[src/rtl/cnn_pkg.sv]
// Constants and FSM state type shared by the conv engine, pooling stage and bench.
// Pure declarations: no latency or backpressure.
package cnn_pkg;
  localparam int CP    = 61;
  localparam int MCH   = 8;
  localparam int SHIFT = 8;
  localparam int DW    = 25;
  localparam int OW    = 8;
  localparam int P     = (CP - 1) / 2;

  typedef enum logic [1:0] {IDLE, RUN, DONE} state_t;
endpackage

[src/rtl/ofm_requant.sv]
// ReLU, arithmetic right shift and unsigned saturation of one conv result.
// Latency: combinational; backpressure: none.
module ofm_requant
  import cnn_pkg::*;
#(
  parameter int DW    = cnn_pkg::DW,
  parameter int SHIFT = cnn_pkg::SHIFT,
  parameter int OW    = cnn_pkg::OW
) (
  input  logic signed [DW-1:0] din,
  output logic        [OW-1:0] y
);
  localparam logic [DW-1:0] YMAX = DW'((64'(1) << OW) - 64'(1));

  logic [DW-1:0] shifted;

  always_comb begin
    shifted = din >>> SHIFT;
    if (din[DW-1]) begin
      y = '0;
    end else if (shifted > YMAX) begin
      y = '1;
    end else begin
      y = shifted[OW-1:0];
    end
  end
endmodule

[src/rtl/ofm_pool.sv]
// 2x2 stride-2 max pool with requant on the conv output stream, addressed by raster position.
// Latency: 1 cycle from the input completing a window; backpressure: none, every in_valid in RUN is taken.
module ofm_pool
  import cnn_pkg::*;
#(
  parameter int CP    = cnn_pkg::CP,
  parameter int MCH   = cnn_pkg::MCH,
  parameter int SHIFT = cnn_pkg::SHIFT,
  parameter int DW    = cnn_pkg::DW,
  parameter int OW    = cnn_pkg::OW
) (
  input  logic                 clk,
  input  logic                 rst,
  input  logic                 start,
  input  logic                 in_valid,
  input  logic [31:0]          in_addr,
  input  logic signed [DW-1:0] in_data,
  output logic                 out_valid,
  output logic [31:0]          out_addr,
  output logic [OW-1:0]        out_data,
  output logic                 done,
  output logic                 seq_err
);
  localparam int PW = (CP - 1) / 2;
  localparam int CW = $clog2(CP);
  localparam int HW = (MCH > 1) ? $clog2(MCH) : 1;

  state_t          state;
  logic [CW-1:0]   col;
  logic [CW-1:0]   row;
  logic [HW-1:0]   ch;
  logic [OW-1:0]   hreg;
  logic [OW-1:0]   linebuf [PW];

  logic [OW-1:0]   y;
  logic [OW-1:0]   h;
  logic [OW-1:0]   lb_rd;
  logic [OW-1:0]   vmax;
  logic [CW-2:0]   lb_idx;
  logic            last_in;
  logic            in_win;
  logic [31:0]     exp_addr;
  logic [31:0]     win_addr;

  ofm_requant #(
    .DW   (DW),
    .SHIFT(SHIFT),
    .OW   (OW)
  ) u_requant (
    .din(in_data),
    .y  (y)
  );

  assign lb_idx   = col[CW-1:1];
  assign last_in  = (ch == HW'(MCH - 1)) && (row == CW'(CP - 1)) && (col == CW'(CP - 1));
  // Odd CP leaves a trailing row/column that never completes a window.
  assign in_win   = (32'(col) < 32'(2 * PW)) && (32'(row) < 32'(2 * PW));
  assign exp_addr = 32'(ch) * 32'(CP * CP) + 32'(row) * 32'(CP) + 32'(col);
  assign win_addr = 32'(ch) * 32'(PW * PW) + 32'(row >> 1) * 32'(PW) + 32'(lb_idx);
  assign h        = (y > hreg) ? y : hreg;
  assign lb_rd    = in_win ? linebuf[lb_idx] : '0;
  assign vmax     = (lb_rd > h) ? lb_rd : h;

  always_ff @(posedge clk) begin
    if (!rst) begin
      state     <= IDLE;
      col       <= '0;
      row       <= '0;
      ch        <= '0;
      hreg      <= '0;
      for (int i = 0; i < PW; i++) linebuf[i] <= '0;
      out_valid <= 1'b0;
      out_addr  <= '0;
      out_data  <= '0;
      done      <= 1'b0;
      seq_err   <= 1'b0;
    end else begin
      out_valid <= 1'b0;
      done      <= 1'b0;
      if (start) begin
        state   <= RUN;
        col     <= '0;
        row     <= '0;
        ch      <= '0;
        hreg    <= '0;
        for (int i = 0; i < PW; i++) linebuf[i] <= '0;
        seq_err <= 1'b0;
      end else begin
        case (state)
          RUN: begin
            if (in_valid) begin
              if (in_addr != exp_addr) seq_err <= 1'b1;
              if (!col[0]) begin
                hreg <= y;
              end else if (in_win) begin
                if (!row[0]) begin
                  linebuf[lb_idx] <= h;
                end else begin
                  out_valid <= 1'b1;
                  out_addr  <= win_addr;
                  out_data  <= vmax;
                end
              end
              if (col == CW'(CP - 1)) begin
                col <= '0;
                if (row == CW'(CP - 1)) begin
                  row <= '0;
                  ch  <= ch + HW'(1);
                end else begin
                  row <= row + CW'(1);
                end
              end else begin
                col <= col + CW'(1);
              end
              if (last_in) begin
                state <= DONE;
                done  <= 1'b1;
              end
            end
          end
          DONE:    state <= IDLE;
          default: state <= IDLE;
        endcase
      end
    end
  end
endmodule

[config.mk]
export PLATFORM = sky130hd
export DESIGN_NAME = ofm_pool
export DESIGN_NICKNAME = d
export VERILOG_FILES = /design/src/rtl/cnn_pkg.sv /design/src/rtl/ofm_requant.sv /design/src/rtl/ofm_pool.sv
export SDC_FILE = /design/constraint.sdc
export NUM_CORES = 1
export LEC_CHECK = 0
export CAP_MARGIN = 0
export CORE_MARGIN = 2
export CORE_UTILIZATION = 55
export CTS_BUF_LIST = sky130_fd_sc_hd__clkbuf_4 sky130_fd_sc_hd__clkbuf_8
export CTS_CLUSTER_DIAMETER = 30
export DETAILED_ROUTE_END_ITERATION = 16
export PLACE_DENSITY = 0.75
export SYNTH_ARGS = -nofsm -noshare
export SYNTH_HDL_FRONTEND = slang
export SYNTH_SLANG_ARGS = --single-unit
export TNS_END_PERCENT = 10
[constraint.sdc]
create_clock -name clk -period 8.2 [get_ports clk]
set_clock_uncertainty 0.15 [all_clocks]
set_input_delay 2.46 -clock clk [delete_from_list [all_inputs] [get_ports clk]]
set_output_delay 2.46 -clock clk [all_outputs]
set_load 0.02 [all_outputs]
Word-level counts from Yosys, hierarchy flattened
Memories as Yosys holds them, arrays and structs flattened. A register that Yosys moved wholly into a read port is not among the register bits. Cells that the tools add are included.

RAM bits: 240. Register bits after elaboration: 68. Latch bits: 0. Memory bits (read-only): 0. Word-level logic and storage cells: 147. Output and inout bits: 43. Memories: 1. Input port bits: 61.

Memories: linebuf (words 30, bits a word 8, rd ports 1, clocked after memory_dff 1, write ports 30, RTL line ofm_pool.sv:33) `logic [OW-1:0] linebuf [PW];`.

Mux-type cells: 60. Reductions and logical operators: 16. Add/sub/neg operators: 7. Bitwise logic cells: 36. Order comparisons: 5. Shift-type cells: 0. Multiply operators: 4. Equal/unequal tests: 7. Divide/modulo/power cells: 0.

Operator list (number): $mux 8 (36); $ne 32x17->1 (1); $or 1x1->1 (30); $gt 25x8->1 const B (1); $mux 1 (19); $add 16x6->17 (1); $add 15x12->16 (1); $gt 8x8->1 (2); $add 14x5->15 (1); $mul 3x12->15 const B (1); $mux 5 (3); $add 13x10->14 (1); $add 6x1->6 const B (2); $eq 6x6->1 const B (2); $lt 6x6->1 const B (2); $mul 6x6->12 const B (1); $mux 6 (2); $mul 3x8->11 const B (1); $mul 5x4->9 const B (1); $reduce_and 3->1 (3); $reduce_or 8->1 (1); $ne 3x3->1 const B (2); $not 1->1 (6); $reduce_and 2->1 (3); other kinds (10) (12).

Depth between registers and ports, before layout
Gate-level depths: netlist of the first run.

Word-level depth: 11. Depth in mapped cells: 24. Depth with buffers taken out: 21.

Cells and area by module
From an unflattened synthesis of the first run, not the netlist that was laid out.

Cells, all modules: 1436. Area, all modules: 17037.6 um2.

Modules (own cells, without submodules): ofm_pool (instances 1, cells each 1417, area an instance 16928.7 um2, seq. area each 8788.4 um2); ofm_requant (instances 1, cells each 19, area an instance 108.9 um2, seq. area each 0.0 um2).

Worst setup path after synthesis of the first run
OpenSTA, ideal clock, no wires.

Path type: input to register. Start point: input in_data[24]. End point: register out_data[0]. Arrival time: 6.605 ns. Cell stages on the path: 22. Path buffers: 3. Slack: 1.362 ns. Data required time: 7.966 ns. Cells stage by stage: clkbuf_1 nor3_1 nand3_1 nor2_1 nor2_1 ha_1 nor2b_1 o21a_1 o21ai_0 a21oi_1 o31ai_4 mux2i_1 clkbuf_1 ha_1 nor2b_1 o21a_1 o21a_1 o21ai_0 a21oi_1 nand2b_1 buf_2 o221ai_1.

Cells in the longest elaborated chain, start to end: 7.

RTL lines: start, declared (RTL line ofm_pool.sv:17) `input logic signed [DW-1:0] in_data,`; $gt 25x8->1 (RTL line ofm_requant.sv:21) `end else if (shifted > YMAX) begin`; $mux 8 (RTL line ofm_requant.sv:21); $mux 8 * (RTL line ofm_requant.sv:19) `if (din[DW-1]) begin`; via u_requant.y[1] (RTL line ofm_requant.sv:11) `output logic [OW-1:0] y`; $gt 8x8->1 (RTL line ofm_pool.sv:60) `assign h = (y > hreg) ? y : hreg;`; $mux 8 * (RTL line ofm_pool.sv:60); $gt 8x8->1 (RTL line ofm_pool.sv:62) `assign vmax = (lb_rd > h) ? lb_rd : h;`; $mux 8 * (RTL line ofm_pool.sv:62); end signal, assigned (RTL line ofm_pool.sv:101) `out_data <= vmax;`; end, declared (RTL line ofm_pool.sv:20) `output logic [OW-1:0] out_data,`.

Mark *: on every way through the listed nets, which the timed path passes. The rest lies on a longest branch. A chain may end at the register's enable or synchronous reset.

Final worst setup path of the first run
Start point: input in_data[24]. End point: register out_data[4].

The elaborated chain is that of the path after synthesis.

==> impl_metrics.ini, run 1 <==
[outcome]
status = completed

[worst_hold_path]
min_path_type = register to register
hold_depth = 2
hp-start = out_addr[1]
min_to = out_addr[1]

[grt]
grt_pass1_vias = 11530
antenna_found_initial = 0
grtUsageTotal_pct = 24.42
gr-total-overflow = 0
grt_max_degree = 65
grt_pass1_wl_um = 61710

[place]
pre_cts_slack_ps = 837.4
globalplace.congestion = 0.8473
dpl_cell_area_um2 = 18260
io_buffers = 77
dpl.hpwl_um = 27610
dp_cells = 1875

[worst_setup_path]
r2r_cells = 15
crit_path_end_kind = register
startpoint_type = input port
crit_type = input port to register
r2r_end = seq_err
r2r_start = row[1]
cp.required_ps = 8540
ff2ff_setup_slack_ps = 2760
path_max_fanout = 9
arrival_ps = 7160

[clock_network]
cts_num_sinks = 311
tritoncts = done
cts_resized = 0
clk_path_buf_depth = 3
htreeDepth = 2
hold_buffers = 0
post_cts_buffers = 0
clock_latency_ps = 580
clk_pin_slew_ps = 60
cts_root_buffer = clkbuf_8
cts_buffers = 52

[sta]
drv_slew = 0
tns_ps = 0
max_freq_ghz = 0.1466
fin_crit_sh_pct = 83.19
setup_ws_ps = 1378
rsz0062_at_grt = false
hold_viol = 0
min_period_ps = 6822
tightestPinTransition_ps = 1124
setup_viol = 0
slew_headroom_pct = 24.79

[synthesis]
yosysWarnings = 0
synth_cell_types = 63
avgSynthCellArea_um2 = 11.87
ys_seq_area_share_pct = 51.56
post-synth-top-area-cell = edfxtp_1
syn_area_um2 = 17040
synth_top_area_share_pct = 45.10
async_reset_ff_share_pct = 0
synth_ff_type = edfxtp_1
synth_cells = 1436
ys_seq_elements = 311
synth_edf_count = 256
synth_area_leaders = edfxtp_1, mux4_2, ha_1, nor2_1, dfxtp_1

[floorplanning]
dieWidth_um = 180.0
ios = 104
die_height_um = 180.0
core_um2 = 30590
die_area_um2 = 32410
start_util_pct = 55.72
num_rows = 64

[route]
drt_wl_total_um = 39180
drt-pass1-iter-count = 6
antenna_left = 0
routed_via_density = 5.789
drc = 0
num_vias = 11420
drt-initial-drc-count = 1113
wire_per_inst_um = 19.87

[finish]
nNetsFinal = 1729
fin_cells = 1972
fin_area_um2 = 19330
drive_gt1_share_pct = 14.09
final_common_cell = nor2_1
utilization_pct = 63.21
area_growth_pct = 13.44
mostFrequentLayoutCells = nor2_1, edfxtp_1, inv_1, nand2_1, ha_1
n_fill_cell = 2342
num_antenna_cells = 0

[power_and_ir_drop]
ir_drop_v = 0.0001256
power_leakage_nw = 7.757
p_per_area_nw_per_um2 = 175.3

[job]
max-cap-violations = 0
[how the worst max path moves through the flow]
stage / to / start
2_1_floorplan: out_data[0] / in_data[24]
3_3_place_gp: out_data[3] / in_data[24]
3_5_place_dp: out_data[1] / in_data[24]
4_1_cts: out_data[6] / in_data[24]
5_1_grt: out_data[6] / in_data[24]
6_report: out_data[4] / in_data[24]
[layout make-up]
cell class	instances	area, µm²	share of cell area [%]
Tap cell	396	495.5	2.563
Clock inverter	20	155.1	0.8024
Multi-Input combinational cell	957	7645	39.54
Sequential cell	311	8793	45.48
Clock buffer	77	915.9	4.737
Inverter	119	446.7	2.310
Timing Repair Buffer	92	883.3	4.569
[cells by family after synthesis]
family          share of synthesized area, %
simple gates                           13.35
buf+inv                                4.911
compound gates                         4.750
other cells                          0.02200
mux                                    11.69
fa+ha+maj                              11.41
flops                                  51.56
xor+xnor                               2.298
[cells in the mapped netlist (13+ instances only)]
library cell / count
buf_4: 19
nand3_1: 33
nand2_1: 110
edfxtp_1: 256
inv_1: 118
mux2i_1: 18
xnor2_1: 33
fa_1: 34
o21ai_0: 13
clkbuf_1: 51
ha_1: 101
dfxtp_1: 55
mux4_2: 80
nor2_1: 298
nand4_1: 13
a21oi_1: 34
[per-stage QoR]
| step | hold WS, ps | total power, W |
|---|---|---|
| floorplan | 299.0 | 0.001934 |
| global placement | 313.2 | 0.002019 |
| detailed placement | 320.9 | 0.002028 |
| CTS | 333.8 | 0.003398 |
| global route | 355.4 | 0.003487 |
| finish | 329.0 | 0.003390 |
[worst max-delay path: stages]
cell	delay, ps
clkdlybuf4s50_1	640
nor3_1	100
nand3_1	230
nor2_1	70
nor2_1	280
ha_1	310
nor2b_1	130
o21a_1	160
o21ai_0	140
a21oi_1	120
o31ai_4	350
buf_4	320
mux2i_4	280
ha_1	270
a21o_1	180
a21o_1	180
o21ai_0	170
a21oi_1	60
buf_4	170
nand2b_1	290
o211ai_1	240
[sequential cells by signal, summed over array words and instances, names as in the netlist, named ones only]
name,flops
out_addr,14
row,6
out_valid,1
ch,3
linebuf,256
seq_err,1
col,6
state,2
out_data,8
done,1
hreg,8
[routing by layer]
layer  track usage (%)  wire, µm  vias to the layer above
met5                 0         0                        -
met4             7.355      1081                        0
met3             5.315      3564                       86
met2             41.24     19560                      499
met1             31.94     14980                     5599
li1                  -         -                     5231
[power breakdown]
part	internal, W	total, W	switching (W)	leakage [nW]
clock network	0.000759	0.00139	0.000633	0.559
registers	0.00176	0.00178	0.0000168	3.28
logic	0.0000810	0.000219	0.000138	3.92
Note: power is estimated with default switching activity, not from simulation.
==> run 2, diff against run 1 <==
PLACE_DENSITY = 0.78   (was 0.75)
clock period = 5.7 ns   (was 8.2 ns; I/O delays follow)
==> impl_metrics.ini, run 2 (same netlist as run 1, synthesis figures left out) <==
[power_and_ir_drop]
p_per_area_nw_per_um2 = 269.6
power_frac_comb_pct = 6.3
p_sw_w = 0.001249
ir_drop_v = 0.0001797
seqPwrFrac_pct = 47.8
switching_share_pct = 23.31
p_total_w = 0.005358
p_int_w = 0.004109
power_leakage_nw = 8.009
clockPowerShare_pct = 45.9

[worst_setup_path]
crit_slowest_cell = fa_1
crit_chain = fa_1, inv_1, fa_1, fa_1, inv_1, fa_1, fa_1, ha_1, a21oi_1, o22ai_1, o41ai_1, mux2i_1, o211ai_1, nor4b_1, a31oi_1
arrival_ps = 5690
crit_type = register to register
crit_path_end_kind = register
ff2ff_setup_slack_ps = 310
r2r_cells = 15
path_max_fanout = 5
cp-startpoint = row[2]
r2r_start = row[2]
startpoint_type = register
max_stage_delay_ps = 560
cp.required_ps = 6000
crit_top_cell = fa_1

[finish]
nNetsFinal = 1758
final_common_cell = nor2_1
area_growth_pct = 16.61
mostFrequentLayoutCells = nor2_1, edfxtp_1, inv_1, nand2_1, ha_1
drive_gt1_share_pct = 16.22
largest_reg_flops = 256
regArea_um2 = 8793
num_antenna_cells = 0
fin_area_um2 = 19880
n_fill_cell = 2261
top_regs = linebuf (256), out_addr (14)
regMostFlops = linebuf
multi_input_area_um2 = 7700

[place]
globalplace.congestion = 0.8752
dpl_cell_area_um2 = 18530
dpl.hpwl_um = 28380
io_buffers = 77

[clock_network]
htreeDepth = 2
cts_resized = 0
cts_buffers = 60
clock_latency_ps = 630
hold_buffers = 0
cts_root_buffer = clkbuf_8
post_cts_buffers = 0
clk_path_buf_depth = 3
cts_num_sinks = 311
tritoncts = done
clk_pin_slew_ps = 60

[route]
drt_wl_total_um = 40370
antenna_left = 0
drt-pass1-iter-count = 6
routed_via_density = 5.864
num_vias = 11760
drc = 0
wire_per_inst_um = 20.14
drt-initial-drc-count = 1242

[outcome]
status = completed

[sta]
setup_viol = 0
tightestPinTransition_ps = 1261
rsz0062_at_grt = false
min_period_ps = 5391
hold_viol = 0
fin_crit_sh_pct = 94.57
max_freq_ghz = 0.1855
slew_headroom_pct = 15.63
drv_slew = 0

[grt]
grt_pass1_vias = 12280
grt_max_degree = 65
gr-total-overflow = 0
antenna_found_initial = 0
grt_pass1_wl_um = 64020
grtUsageTotal_pct = 25.10

[worst_hold_path]
hp-start = out_addr[6]
hold_depth = 2
min_path_type = register to register

[floorplanning]
num_rows = 64
start_util_pct = 55.72
die_height_um = 180.0
core_um2 = 30590
die_area_um2 = 32410
dieWidth_um = 180.0
ios = 104

[job]
max-cap-violations = 0
## run 2: changes by cell type in the layout (fill, tap and decap cells not counted), sizes merged
cell	change
clkinv	+11
clkbuf	-7
buf	+21
clkinvlp	+1
bufinv	+7
## run 2: stage by stage
step                TNS [ps]  setup slack, ps  hold WS [ps]  utilization [%]  instances
detailed placement     -1947           -252.1         307.6            60.57       1896
global route               0            9.971         339.5            64.97       2005
floorplan              -1180           -154.9         299.0                -       1469
global placement       -1284           -166.9         306.2            60.57       1896
finish                     0            309.4         312.3            64.97       2005
CTS                        0            345.1         315.6            64.97       2005
## run 2: area by class of cell
| cell class | count | share of cell area [%] |
|---|---|---|
| multi-input combinational | 957 | 38.74 |
| sequential | 311 | 44.24 |
| clock inverter | 39 | 2.222 |
| inverter | 119 | 2.247 |
| tap | 396 | 2.493 |
| clock buffer | 70 | 4.564 |
| timing repair buffer | 113 | 5.489 |
## run 2: power groups by stage
stage	clock, W	sequential, W	combinational [W]
detailed placement	0	0.00261	0.000330
CTS	0.00248	0.00256	0.000333
finish	0.00246	0.00256	0.000336
floorplan	0	0.00259	0.000201
global placement	0	0.00260	0.000321
global route	0.00257	0.00257	0.000357
## run 2: metal layers
layer	track usage [%]	wire length (µm)	part of all wire (%)	vias up
met2	44.78	21040	52	598
met4	9.226	1336	3.3	0
li1	-	-	-	5284
met5	0	0	0	-
met1	30.67	14590	36	5776
met3	4.386	3413	8.5	100
## run 2: worst paths after layout
check | to
setup / recovery | seq_err
setup reg to reg | seq_err
hold reg to reg | out_addr[6]
hold / removal | out_addr[6]
## run 2: critical path, delay by kind of cell, from the launching register on
kind	cells	cell delay, ps
buffers and inverters	2	150
AND/OR/NAND/NOR	1	360
AO/OA/AOI/OAI	5	950
multiplexers	1	260
adder cells (fa/ha/maj)	6	2880
flip-flops	1	470
==> run 3, diff against run 2 <==
CORE_UTILIZATION = 54   (was 55)
CTS_BUF_LIST = sky130_fd_sc_hd__clkbuf_4 sky130_fd_sc_hd__clkbuf_8 sky130_fd_sc_hd__clkbuf_16   (was sky130_fd_sc_hd__clkbuf_4 sky130_fd_sc_hd__clkbuf_8)
PLACE_DENSITY = 0.76   (was 0.78)
==> impl_metrics.ini, run 3 (same netlist as run 1, synthesis figures left out) <==
[grt]
grt_pass1_wl_um = 67820
grt_pass1_vias = 12520
grt_max_degree = 34
grtUsageTotal_pct = 26.72
antenna_found_initial = 0
gr-total-overflow = 0

[finish]
nNetsFinal = 1756
final_common_cell = nor2_1
mostFrequentLayoutCells = nor2_1, edfxtp_1, inv_1, nand2_1, ha_1
drive_gt1_share_pct = 16.79
area_growth_pct = 21.45
largest_reg_flops = 256
regMostFlops = linebuf
num_antenna_cells = 0
top_regs = linebuf (256), out_addr (14)

[sta]
tns_ps = 0
fin_crit_sh_pct = 96.53
hold_slack_ps = 310.1
drv_slew = 0
slew_headroom_pct = 14.60
min_period_ps = 5502
max_freq_ghz = 0.1817
setup_ws_ps = 197.8
rsz0062_at_grt = false
hold_viol = 0
setup_viol = 0
tightestPinTransition_ps = 1276

[outcome]
status = completed

[place]
io_buffers = 77
dpl.hpwl_um = 28900
globalplace.congestion = 0.8856
pre_cts_slack_ps = -270.3

[job]
max-cap-violations = 0

[worst_setup_path]
ff2ff_setup_slack_ps = 300
startpoint_type = input port
r2r_start = row[0]
cp.required_ps = 5950
crit_type = input port to register
path_max_fanout = 8
r2r_end = seq_err
r2r_cells = 16
arrival_ps = 5750
cp-startpoint = in_data[18]
crit_path_end_kind = register
crit_path_end = out_data[0]

[floorplanning]
start_util_pct = 54.43
ios = 104
num_rows = 65
dieWidth_um = 181.7
core_um2 = 31310
die_area_um2 = 33000
die_height_um = 181.7

[power_and_ir_drop]
switching_share_pct = 22.11
p_int_w = 0.005176
p_per_area_nw_per_um2 = 321.0
p_sw_w = 0.001469
seqPwrFrac_pct = 38.6
power_frac_comb_pct = 5.2
power_leakage_nw = 8.369
clockPowerShare_pct = 56.2
ir_drop_v = 0.0002373

[route]
drt-pass1-iter-count = 6
num_vias = 11980
drt_wl_total_um = 43240
wire_per_inst_um = 21.51
routed_via_density = 5.961
drc = 0
drt-initial-drc-count = 1366
antenna_left = 0

[clock_network]
post_cts_buffers = 0
cts_buffers = 57
clk_path_buf_depth = 3
cts_num_sinks = 311
tritoncts = done
clk_pin_slew_ps = 50
htreeDepth = 2
clock_latency_ps = 580
cts_root_buffer = clkbuf_16

[worst_hold_path]
hold_depth = 2
min_path_type = register to register
## run 3: final cells by class
class	count	area [µm²]
inverter	119	446.7
clock buffer	68	1545
tap	402	503.0
timing repair buffer	114	1099
multi-input combinational	957	7706
sequential	311	8796
fill	2109	10610
clock inverter	39	604.3
## run 3: power by group through the flow
stage	logic (W)	registers (W)	clock network [W]
floorplan	0.000201	0.00259	0
global placement	0.000324	0.00260	0
detailed placement	0.000332	0.00261	0
CTS	0.000338	0.00256	0.00374
global route	0.000363	0.00257	0.00384
finish	0.000345	0.00256	0.00374
## run 3: worst min path at each step
stage / startpoint / to / slack, ps
2_1_floorplan: hreg[3] / hreg[3] / 300
3_3_place_gp: out_addr[0] / out_addr[0] / 300
3_5_place_dp: out_addr[5] / out_addr[5] / 310
4_1_cts: out_addr[5] / out_addr[5] / 310
5_1_grt: out_addr[4] / out_addr[4] / 350
6_report: out_addr[1] / out_addr[1] / 310
## run 3: timing repair
action	in CTS	in global routing
hold buffers	0	0
resized for setup	0	3
endpoints found under the setup margin	0	1
## run 3: worst max-delay path, stage by stage
cell and delay, ps:
clkdlybuf4s50_1 450, nor4_4 300, nand3_2 110, nor2_1 140, nor2_2 60, ha_1 290
nor2b_1 130, o21a_1 170, o21ai_1 170, a21oi_2 90, o31ai_4 290, buf_12 180
buf_12 120, mux2i_4 230, ha_1 270, and3_1 220, nand4_1 90, o21ai_0 100
a21oi_2 250, nand2b_4 250, o221ai_1 130
## run 3: routing by layer
| metal | vias to the layer above | track usage [%] | routed length, µm |
|---|---|---|---|
| met3 | 140 | 5.054 | 3633 |
| met4 | 0 | 10.67 | 1756 |
| met1 | 5895 | 32.44 | 15750 |
| met2 | 659 | 47.22 | 22100 |
| li1 | 5288 | - | - |
| met5 | - | 0 | 0 |
## run 3: metrics by stage
step,area [µm²],std cells,power (W),utilization [%]
2_1_floorplan,17290,1469,0.002794,-
3_5_place_dp,18540,1903,0.002940,59.22
6_report,20700,2010,0.006645,66.11
4_1_cts,20690,2010,0.006644,66.08
5_1_grt,20700,2010,0.006775,66.11
3_3_place_gp,18540,1903,0.002924,59.22
